[config.mk]
export PLATFORM = sky130hd
export DESIGN_NAME = adma_as_atx_complete
export DESIGN_NICKNAME = d
export VERILOG_FILES = /design/src/rtl/adma_as_atx_complete.sv
export SDC_FILE = /design/constraint.sdc
export NUM_CORES = 1
export LEC_CHECK = 0
export ABC_AREA = 1
export CAP_MARGIN = 20
export CORE_ASPECT_RATIO = 1.25
export CORE_MARGIN = 2
export CORE_UTILIZATION = 40
export CTS_CLUSTER_DIAMETER = 30
export DETAILED_ROUTE_END_ITERATION = 8
export GPL_ROUTABILITY_DRIVEN = 0
export PLACE_DENSITY_LB_ADDON = 0.25
export SLEW_MARGIN = 20
export SYNTH_ARGS = -nofsm -noshare
export SYNTH_HDL_FRONTEND = slang
export SYNTH_SLANG_ARGS = --single-unit
[constraint.sdc]
create_clock -name clk -period 2.3 [get_ports clk]
set_input_delay 0.69 -clock clk [delete_from_list [all_inputs] [get_ports clk]]
set_output_delay 0.69 -clock clk [all_outputs]
set_load 0.03 [all_outputs]
[src/rtl/adma_as_atx_complete.sv]
// Completion tracker for the AXI-side DMA write path: queues per-burst "last" flags,
// consumes B responses in order and reports one completion per DMA transaction.
module adma_as_atx_complete #(
    parameter int MST_ID_W  = 5,
    parameter int OUTST_NUM = 4,
    localparam int OUTST_W  = $clog2(OUTST_NUM)
) (
    input  logic                clk,
    input  logic                rst_n,
    input  logic                atx_start,
    input  logic                atx_start_last,
    output logic                atx_issue_rdy,
    input  logic [MST_ID_W-1:0] atx_id,
    input  logic [MST_ID_W-1:0] bid,
    input  logic [1:0]          bresp,
    input  logic                bvalid,
    output logic                bready,
    output logic                tx_done_vld,
    output logic                tx_done_err,
    input  logic                tx_done_rdy,
    output logic [OUTST_W:0]    outst_cnt,
    output logic                idle
);

    localparam logic [OUTST_W:0] FULL_CNT = (OUTST_W+1)'(OUTST_NUM);
    localparam logic [1:0]       RESP_SLVERR = 2'b10;
    localparam logic [1:0]       RESP_DECERR = 2'b11;

    logic [OUTST_NUM-1:0] flag_reg;
    logic [OUTST_NUM-1:0] wr_sel;
    logic [OUTST_W-1:0]   wr_ptr_reg;
    logic [OUTST_W-1:0]   rd_ptr_reg;
    logic [OUTST_W:0]     cnt_reg;
    logic                 err_acc_reg;
    logic                 done_vld_reg;
    logic                 done_err_reg;

    logic push;
    logic pop;
    logic head_last;
    logic beat_err;

    always_comb begin
        atx_issue_rdy = (cnt_reg != FULL_CNT);
        // A completion waiting for acceptance blocks further B beats.
        bready        = (cnt_reg != '0) & ~(done_vld_reg & ~tx_done_rdy);
        push          = atx_start & atx_issue_rdy;
        pop           = bvalid & bready;
        head_last     = flag_reg[rd_ptr_reg];
        beat_err      = (bresp == RESP_SLVERR) | (bresp == RESP_DECERR) | (bid != atx_id);
    end

    generate
        for (genvar gi = 0; gi < OUTST_NUM; gi++) begin : g_wr_sel
            assign wr_sel[gi] = push & (wr_ptr_reg == OUTST_W'(gi));
        end
    endgenerate

    // Flag storage carries no reset: entries are only read after being written.
    always_ff @(posedge clk) begin
        for (int i = 0; i < OUTST_NUM; i++) begin
            if (wr_sel[i]) begin
                flag_reg[i] <= atx_start_last;
            end
        end
    end

    always_ff @(posedge clk) begin
        if (!rst_n) begin
            wr_ptr_reg   <= '0;
            rd_ptr_reg   <= '0;
            cnt_reg      <= '0;
            err_acc_reg  <= 1'b0;
            done_vld_reg <= 1'b0;
            done_err_reg <= 1'b0;
        end else begin
            if (push) begin
                wr_ptr_reg <= wr_ptr_reg + OUTST_W'(1);
            end
            if (pop) begin
                rd_ptr_reg <= rd_ptr_reg + OUTST_W'(1);
            end

            case ({push, pop})
                2'b10:   cnt_reg <= cnt_reg + (OUTST_W+1)'(1);
                2'b01:   cnt_reg <= cnt_reg - (OUTST_W+1)'(1);
                default: cnt_reg <= cnt_reg;
            endcase

            // A new last-beat pop wins over clearing the accepted completion.
            if (pop && head_last) begin
                done_vld_reg <= 1'b1;
                done_err_reg <= err_acc_reg | beat_err;
                err_acc_reg  <= 1'b0;
            end else begin
                if (pop) begin
                    err_acc_reg <= err_acc_reg | beat_err;
                end
                if (done_vld_reg && tx_done_rdy) begin
                    done_vld_reg <= 1'b0;
                    done_err_reg <= 1'b0;
                end
            end
        end
    end

    assign tx_done_vld = done_vld_reg;
    assign tx_done_err = done_err_reg;
    assign outst_cnt   = cnt_reg;
    assign idle        = (cnt_reg == '0) & ~done_vld_reg;

endmodule

==> impl_metrics.json, run 1 <==
{
  "total_switching_power_w": 0.0004985,
  "syn_area_per_cell_um2": 7.379,
  "grt_pass1_vias": 733,
  "power.leakage_nw": 0.5896,
  "cellInternalPower_w": 0.0006653,
  "async_flop_share_pct": 0,
  "route.antenna.remaining_nets": 0,
  "category_of_the_critical_setup_timing_path": "input port to flop",
  "critical_path.startpoint_type": "input port",
  "power_density_relative_to_cell_area_nw_per_um2": 963.9,
  "die_w_um": 45.56,
  "synth_cell_types": 21,
  "placedCellCount": 167,
  "clock.fmax_mhz": 465.3,
  "first_pass_iters": 4,
  "growth_of_design_area_from_synthesis_to_finish_pct": 39.86,
  "timing.hold.worst_path_depth": 2,
  "drt-total-wl_um": 1646,
  "initial_utilization_pct": 43.07,
  "syn_inst": 117,
  "synth.net_count": 141,
  "run_status": "finished clean",
  "worst_pin_slew_ns": 0.3431,
  "holdBufCountCts": 0,
  "die_area_um2": 2548,
  "combPwrFrac_pct": 55.7,
  "worstPathArrival_ns": 2.31,
  "ys_warn_count": 0,
  "synth_edf_count": 4,
  "post_synth_most_frequent_cells": "nand2_1, inv_1, nor2_1, dfxtp_1, a21oi_1",
  "hpwlAfterDp_um": 1300,
  "hold_viol_final": 0,
  "ff2ff_path_depth": 10,
  "finish.cell_count_without_fillers": 171,
  "ant_diodes": 0,
  "max-slew-margin-rel_pct": 77.05,
  "layout_min_cycle_time_ns": 2.149,
  "grt_antenna_before_repair": 0,
  "switching_share_pct": 42.83,
  "die_h_um": 55.94,
  "drc": 0,
  "critical_path.max_stage_delay_ns": 0.45,
  "via_per_inst": 4.561,
  "grt_first_pass_wirelength_um": 2753,
  "synth_top_cell_area_share_pct": 23.19,
  "drv_cap": 0,
  "drt-initial-drc-count": 7,
  "path_max_fanout": 2,
  "port_buffers": 24,
  "syn-cell-area_um2": 863.3,
  "ys.flop_type": "dfxtp_1",
  "cp_slowest_cell": "clkdlybuf4s50_1",
  "core_area_um2": 2004,
  "power.clock.fraction_pct": 12.2,
  "synth_seq_area_share_pct": 37.10,
  "setup_viol": 0,
  "h-tree-depth": 1,
  "crit_path_capture_type": "flop",
  "routed-via-count": 780,
  "vdd.ir_drop.worst_mv": 0.7610,
  "global_route.overflow_total": 0,
  "finalClockSkew_ns": 0.002444,
  "netlist.top_cell.by_area": "dfxtp_1",
  "finish.net_count": 176,
  "grt_max_degree": 9,
  "clock_sinks": 14,
  "flop_pwr_share_pct": 32.0,
  "std_cell_rows": 18,
  "fin_crit_sh_pct": 93.43,
  "rsz_0062_raised_after_global_routing": "no",
  "clkLatencyLatePin_ns": 0.27,
  "groute.usage.overall_pct": 14.10,
  "clk_pin_slew_ns": 0.08,
  "clock_path_buffers": 2,
  "cts-buffers-inserted": 3,
  "synth.ff_latch_count": 14,
  "ys_top_cells_by_area": "dfxtp_1, edfxtp_1, nand2_1, inv_1, ha_1",
  "cp_data_required_time_ns": 2.46,
  "post_route_cells_drive_above_1_share_pct": 16.56,
  "critical_path.cell_chain": "clkdlybuf4s50_1 -> nand3_4 -> inv_6 -> ha_1 -> fa_1 -> a21oi_1 -> o21ai_0 -> o21ai_0 -> a21oi_1",
  "timing.hold.worst.class": "flop to flop",
  "post_drt_wl_per_cell_um": 9.626,
  "final-max-slew-violation-count": 0,
  "yosysMostFrequentCell": "nand2_1",
  "cts_tree": "built",
  "largest_register_ffs": 4,
  "io_pins": 26,
  "ctsRootBufferMaster": "clkbuf_4",
  "final.hold.worst_slack_ns": 0.5215
}
## power by group through the flow
stage	sequential, W	clock (W)	combinational [W]
2_1_floorplan	0.000429	0	0.000353
3_3_place_gp	0.000375	0	0.000639
3_5_place_dp	0.000379	0	0.000646
4_1_cts	0.000374	0.000149	0.000654
5_1_grt	0.000383	0.000155	0.000714
6_report	0.000373	0.000142	0.000649
## cells by family (layout without fill, tap and decap cells)
| family | count (synthesis) | count (layout) | share of synthesized area, % |
|---|---|---|---|
| compound gates | 15 | 15 | 8.840 |
| xor+xnor | 1 | 1 | 1.015 |
| fa+ha+maj | 6 | 6 | 9.565 |
| buf+inv | 28 | 62 | 12.75 |
| flops | 14 | 14 | 37.10 |
| simple gates | 53 | 53 | 30.72 |
## metal layers
| layer | global-route usage (%) | vias up | wire [um] |
|---|---|---|---|
| met4 | 6.303 | 0 | 31 |
| met2 | 25.35 | 19 | 876 |
| li1 | - | 424 | - |
| met3 | 2.597 | 4 | 94 |
| met5 | 0 | - | 0 |
| met1 | 14.84 | 333 | 643 |
## layout make-up
type / count / area [um2]
Clock buffer: 4 / 26.28
Tap cell: 20 / 25.02
Sequential cell: 14 / 320.3
Timing Repair Buffer: 30 / 290.3
Fill cell: 183 / 797.0
Inverter: 28 / 110.1
Multi-Input combinational cell: 75 / 435.4
## worst paths after layout
| path | from | slack [ns] | to |
|---|---|---|---|
| setup / recovery | bvalid | 0.15 | outst_cnt[2] |
| hold / removal | err_acc_reg | 0.52 | err_acc_reg |
| setup reg to reg | outst_cnt[1] | 0.44 | outst_cnt[2] |
| hold reg to reg | err_acc_reg | 0.52 | err_acc_reg |
## stage by stage
stage,total power [W],setup slack (ns),TNS [ns],util (%),cell area (um2)
floorplan,0.0007815,0.1966,0,-,863.3
global placement,0.001014,-0.2397,-0.4395,58.43,1171
detailed placement,0.001025,-0.2953,-0.4936,58.43,1171
CTS,0.001177,0.02206,0,60.11,1205
global route,0.001253,0.02811,0,60.24,1207
finish,0.001164,0.1511,0,60.24,1207
## layout by cell type, fill, tap and decap left out
master | synthesis | routed
nor2_2 | 1 | 1
clkbuf_4 | 0 | 3
xor2_1 | 1 | 1
nor2_1 | 11 | 11
o21ai_0 | 5 | 5
a21oi_1 | 9 | 9
nand3_2 | 2 | 2
nand3b_1 | 1 | 1
nor2_4 | 1 | 1
o22ai_1 | 1 | 1
nand3_1 | 1 | 1
inv_2 | 2 | 2
clkbuf_1 | 0 | 1
nand2_1 | 29 | 28
dlymetal6s2s_1 | 0 | 1
inv_6 | 1 | 1
nand2_2 | 4 | 5
buf_6 | 0 | 2
nand3_4 | 1 | 1
ha_1 | 5 | 5
dlygate4sd2_1 | 0 | 2
edfxtp_1 | 4 | 4
fa_1 | 1 | 1
clkdlybuf4s50_1 | 0 | 20
nand2_4 | 2 | 2
dfxtp_1 | 10 | 10
inv_1 | 25 | 25
buf_4 | 0 | 5
## critical path: cells and delay by family
kind,cells,cell delay (ns)
fa+ha+maj,2,0.57
simple gates,1,0.11
buf+inv,2,0.48
compound gates,4,0.45
## what timing repair did
item                                    in CTS  in global routing
cloned                                       0                  0
endpoints found under the setup margin       2                  1
hold endpoints to repair                     0                  0
gates resized for setup                      5                  1
setup buffers                                0                  0
Power figures use the tool's default switching activity.
==> run 2, diff against run 1 <==
--- a/config.mk
+++ b/config.mk
@@ -6,6 +6,7 @@
 export NUM_CORES = 1
 export LEC_CHECK = 0
 export ABC_AREA = 1
+export ABC_CLOCK_PERIOD_IN_PS = 2300
 export CAP_MARGIN = 20
 export CORE_ASPECT_RATIO = 1.25
 export CORE_MARGIN = 2
@@ -14,6 +15,7 @@
 export DETAILED_ROUTE_END_ITERATION = 8
 export GPL_ROUTABILITY_DRIVEN = 0
 export PLACE_DENSITY_LB_ADDON = 0.25
+export SKIP_LAST_GASP = 1
 export SLEW_MARGIN = 20
 export SYNTH_ARGS = -nofsm -noshare
 export SYNTH_HDL_FRONTEND = slang
==> run 2 against run 1 <==
Setup slack better by 0.0015 ns; largest cell class unchanged; die area is the same; highest routed layer unchanged; maximum frequency is essentially flat; largest power group unchanged; sequential cell count is the same.
==> impl_metrics.json, run 2 (synthesis gave the netlist of run 1 again) <==
{
  "grt_antenna_before_repair": 0,
  "max-slew-margin-rel_pct": 78.13,
  "clkLatencyLatePin_ns": 0.27,
  "first_pass_iters": 4,
  "power.clock.fraction_pct": 12.3,
  "drt-initial-drc-count": 5,
  "run_status": "finished clean",
  "mostFrequentLayoutCells": "nand2_1, inv_1, clkdlybuf4s50_1, nor2_1, dfxtp_1",
  "critical_path.startpoint_type": "input port",
  "h-tree-depth": 1,
  "clk_pin_slew_ns": 0.08,
  "global_route.overflow_total": 0,
  "drt-total-wl_um": 1605,
  "finalWorstSetupSlack_ns": 0.1526,
  "grt_max_degree": 9,
  "fillCellCount": 180,
  "cellInternalPower_w": 0.0006647,
  "die_area_um2": 2548,
  "vdd.ir_drop.worst_mv": 0.7520,
  "drc": 0,
  "growth_of_design_area_from_synthesis_to_finish_pct": 39.86,
  "worst-r2r-setup-slack_ns": 0.45,
  "holdPathEnd": "err_acc_reg",
  "finish.net_count": 176,
  "path_max_fanout": 2,
  "worst_r2r_startpoint": "outst_cnt[1]",
  "via_per_inst": 4.485,
  "flop_pwr_share_pct": 32.1,
  "hold_viol_final": 0,
  "cp_data_required_time_ns": 2.46,
  "layout_min_cycle_time_ns": 2.147,
  "finalClockSkew_ns": 0.003400,
  "post_route_cells_drive_above_1_share_pct": 16.56,
  "category_of_the_critical_setup_timing_path": "input port to flop",
  "power_density_relative_to_cell_area_nw_per_um2": 962.4,
  "worstPathArrival_ns": 2.31,
  "final.hold.worst_slack_ns": 0.5216,
  "switching_share_pct": 42.80,
  "routed-via-count": 767,
  "power.leakage_nw": 0.5956,
  "post-place-ws_ns": -0.2953,
  "final-max-slew-violation-count": 0,
  "worst_r2r_endpoint": "outst_cnt[2]",
  "cts.repair_timing.setup_buffer_count": 0,
  "io_pins": 26,
  "total_switching_power_w": 0.0004973,
  "placed_area_um2": 1171,
  "grt_pass1_vias": 715,
  "drv_cap": 0,
  "worst_hold_startpoint": "err_acc_reg",
  "crit_path_capture_type": "flop",
  "multiInputGateArea_um2": 435.4,
  "grt_first_pass_wirelength_um": 2670,
  "port_buffers": 24,
  "ctsRootBufferMaster": "clkbuf_4",
  "hpwlAfterDp_um": 1300,
  "design_area_final_um2": 1207,
  "clock.fmax_mhz": 465.7,
  "fin_crit_sh_pct": 93.36,
  "timing.hold.worst_path_depth": 2,
  "initial_utilization_pct": 43.07,
  "clock_sinks": 14,
  "setup_viol": 0,
  "die_w_um": 45.56,
  "ff2ff_path_depth": 10,
  "finalSetupTns_ns": 0,
  "timing.hold.worst.class": "flop to flop",
  "die_h_um": 55.94,
  "combPwrFrac_pct": 55.6,
  "final_common_cell": "nand2_1",
  "std_cell_rows": 18,
  "post_drt_wl_per_cell_um": 9.386,
  "cts_tree": "built",
  "groute.usage.overall_pct": 13.59,
  "cts-buffers-inserted": 3,
  "seq_area_um2": 320.3,
  "largest_register_ffs": 4,
  "worst_pin_slew_ns": 0.3270,
  "ant_diodes": 0,
  "core_area_um2": 2004,
  "route.antenna.remaining_nets": 0,
  "power.total_w": 0.001162,
  "rsz_0062_raised_after_global_routing": "no",
  "clock_path_buffers": 2
}
## run 2: metrics by stage
stage          cells  util [%]
2_1_floorplan    117         -
3_3_place_gp     167     58.43
3_5_place_dp     167     58.43
4_1_cts          171     59.80
5_1_grt          171     60.24
6_report         171     60.24
## run 2: layer usage
layer / vias up / track usage (%) / part of all wire (%) / wire (um)
met4: 0 / 5.042 / 0.75 / 12
met3: 2 / 2.273 / 5.6 / 90
li1: 422 / - / - / -
met1: 326 / 14.63 / 40 / 640
met2: 17 / 24.75 / 54 / 862
met5: - / 0 / 0 / 0
## run 2: worst max path at each step
stage            startpoint            to  slack, ns  cells after the start
2_1_floorplan  outst_cnt[1]  outst_cnt[2]       0.20                      9
3_3_place_gp    tx_done_rdy  outst_cnt[2]      -0.24                     11
3_5_place_dp    tx_done_rdy  outst_cnt[2]      -0.30                     11
4_1_cts         tx_done_rdy        bready      -0.04                      7
5_1_grt              bvalid  outst_cnt[2]       0.03                      9
6_report             bvalid  outst_cnt[2]       0.15                      9
## run 2: what timing repair did
action                     in CTS  in global routing
hold buffers                    0                  0
pin swaps                       0                  0
setup endpoints to repair       2                  3
hold endpoints to repair        0                  0
resized for setup               2                  3
## run 2: power groups by stage
stage / clock (W) / combinational, W / sequential (W)
after floorplan: 0 / 0.000353 / 0.000429
after global placement: 0 / 0.000639 / 0.000375
after detailed placement: 0 / 0.000646 / 0.000379
after CTS: 0.000149 / 0.000643 / 0.000374
after global routing: 0.000155 / 0.000711 / 0.000383
final: 0.000143 / 0.000646 / 0.000373
## run 2: cell type report
cell class | count | area share (%)
sequential | 14 | 26.53
multi-input combinational | 75 | 36.06
clock buffer | 4 | 2.176
timing repair buffer | 30 | 24.04
inverter | 28 | 9.119
tap | 20 | 2.073
## run 2: critical path: stages
cell	delay (ns)
clkdlybuf4s50_1	0.45
nand3_4	0.12
inv_6	0.03
ha_1	0.19
fa_1	0.38
a21oi_1	0.14
o21ai_0	0.11
o21ai_0	0.15
a21oi_1	0.05
==> run 3, diff against run 2 <==
--- a/config.mk
+++ b/config.mk
@@ -15,6 +15,7 @@
 export DETAILED_ROUTE_END_ITERATION = 8
 export GPL_ROUTABILITY_DRIVEN = 0
 export PLACE_DENSITY_LB_ADDON = 0.25
+export RECOVER_POWER = 25
 export SKIP_LAST_GASP = 1
 export SLEW_MARGIN = 20
 export SYNTH_ARGS = -nofsm -noshare
==> run 3 against run 2 <==
Clock skew about the same; combinational power about the same; sequential power about the same; maximum frequency unchanged; via count increased by 0.13%; register-to-register slack about the same; worst hold slack unchanged; die area unchanged; setup slack unchanged; non-clock buffer count unchanged; first-iteration DRC count unchanged; sequential share of layout area increased by 0.083 points; critical endpoint unchanged; largest power group unchanged.
==> impl_metrics.json, run 3 (synthesis gave the netlist of run 1 again) <==
{
  "grt_pass1_vias": 715,
  "holdBufCountCts": 0,
  "global_route.overflow_total": 0,
  "hpwlAfterDp_um": 1300,
  "clkLatencyLatePin_ns": 0.27,
  "drv_cap": 0,
  "grt_util_met1_pct": 14.63,
  "clock_sinks": 14,
  "path_max_fanout": 2,
  "placedCellCount": 167,
  "h-tree-depth": 1,
  "layout_min_cycle_time_ns": 2.147,
  "ant_diodes": 0,
  "finish.cell_count_without_fillers": 171,
  "post-place-ws_ns": -0.2953,
  "routed-via-count": 768,
  "clock_path_buffers": 2,
  "power.leakage_nw": 0.5923,
  "crit_path_capture_type": "flop",
  "multiInputGateArea_um2": 435.4,
  "cts_tree": "built",
  "fillCellCount": 180,
  "std_cell_rows": 18,
  "grt_first_pass_wirelength_um": 2670,
  "grt_antenna_before_repair": 0,
  "power_density_relative_to_cell_area_nw_per_um2": 962.7,
  "setup_viol": 0,
  "cp_data_required_time_ns": 2.46,
  "cts.repair_timing.setup_buffer_count": 0,
  "drt-total-wl_um": 1608,
  "met2_usage_pct": 24.75,
  "drt-initial-drc-count": 5,
  "post_route_cells_drive_above_1_share_pct": 15.89,
  "die_area_um2": 2548,
  "vdd.ir_drop.worst_mv": 0.7520,
  "fin_crit_sh_pct": 93.36,
  "critical_path.startpoint_type": "input port",
  "finalWorstSetupSlack_ns": 0.1526,
  "first_pass_iters": 4,
  "ctsRootBufferMaster": "clkbuf_4",
  "postLayoutCoreUtil_pct": 60.05,
  "groute.usage.overall_pct": 13.59,
  "initial_utilization_pct": 43.07,
  "cts-resized-gates": 2,
  "io_pins": 26,
  "die_h_um": 55.94,
  "core_area_um2": 2004,
  "grt_max_degree": 9,
  "finish.net_count": 176,
  "drc": 0,
  "seq_area_um2": 320.3,
  "met3_usage_pct": 2.273,
  "die_w_um": 45.56,
  "top_usage_layer": "met2",
  "route.antenna.remaining_nets": 0,
  "hold_viol_final": 0,
  "largest_register_ffs": 4,
  "clk_pin_slew_ns": 0.08,
  "via_per_inst": 4.491,
  "run_status": "finished clean",
  "growth_of_design_area_from_synthesis_to_finish_pct": 39.42,
  "clock.fmax_mhz": 465.7,
  "category_of_the_critical_setup_timing_path": "input port to flop",
  "mostFrequentLayoutCells": "nand2_1, inv_1, clkdlybuf4s50_1, nor2_1, dfxtp_1",
  "cts-buffers-inserted": 3,
  "port_buffers": 24,
  "worst_pin_slew_ns": 0.3270,
  "max-slew-margin-rel_pct": 78.13,
  "timing.hold.worst.class": "flop to flop",
  "worstPathArrival_ns": 2.31,
  "final-max-slew-violation-count": 0,
  "post_drt_wl_per_cell_um": 9.404,
  "rsz_0062_raised_after_global_routing": "no",
  "final_common_cell": "nand2_1",
  "finalClockSkew_ns": 0.003533
}
==> run 3: cell type report <==
class | count | area share [%]
sequential | 14 | 26.61
clock buffer | 4 | 2.183
tap | 20 | 2.079
multi-input combinational | 75 | 36.17
timing repair buffer | 30 | 23.80
inverter | 28 | 9.148
==> run 3: critical path, stage by stage <==
cell             delay (ns)
clkdlybuf4s50_1        0.45
nand3_4                0.12
inv_6                  0.03
ha_1                   0.19
fa_1                   0.38
a21oi_1                0.14
o21ai_0                0.11
o21ai_0                0.15
a21oi_1                0.05
==> run 3: path summary, 6_finish.rpt <==
| path | from | endpoint | slack, ns | depth (start not counted) |
|---|---|---|---|---|
| max | bvalid | outst_cnt[2] | 0.15 | 9 |
| max reg2reg | outst_cnt[1] | outst_cnt[2] | 0.45 | 10 |
| min reg2reg | err_acc_reg | err_acc_reg | 0.52 | 2 |
| min | err_acc_reg | err_acc_reg | 0.52 | 2 |
==> run 3: layer usage <==
layer	vias up	wire, um
met3	2	90
met2	17	862
met5	-	0
li1	422	-
met4	0	12
met1	327	643
==> run 3: where the power goes <==
group | internal, W | leakage, nW | switching [W]
combinational | 0.000282 | 0.458 | 0.000362
sequential | 0.000313 | 0.119 | 0.0000598
clock | 0.0000671 | 0.0150 | 0.0000757
total | 0.000662 | 0.592 | 0.000497
==> run 3: per-stage QoR <==
| step | total power, W | setup TNS, ns | cell area (um2) | hold slack (ns) |
|---|---|---|---|---|
| 2_1_floorplan | 0.0007815 | 0 | 863.3 | 0.4708 |
| 3_3_place_gp | 0.001014 | -0.4395 | 1171 | 0.4830 |
| 3_5_place_dp | 0.001025 | -0.4936 | 1171 | 0.4987 |
| 4_1_cts | 0.001165 | -0.04250 | 1199 | 0.5211 |
| 5_1_grt | 0.001246 | 0 | 1204 | 0.5379 |
| 6_report | 0.001159 | 0 | 1204 | 0.5216 |
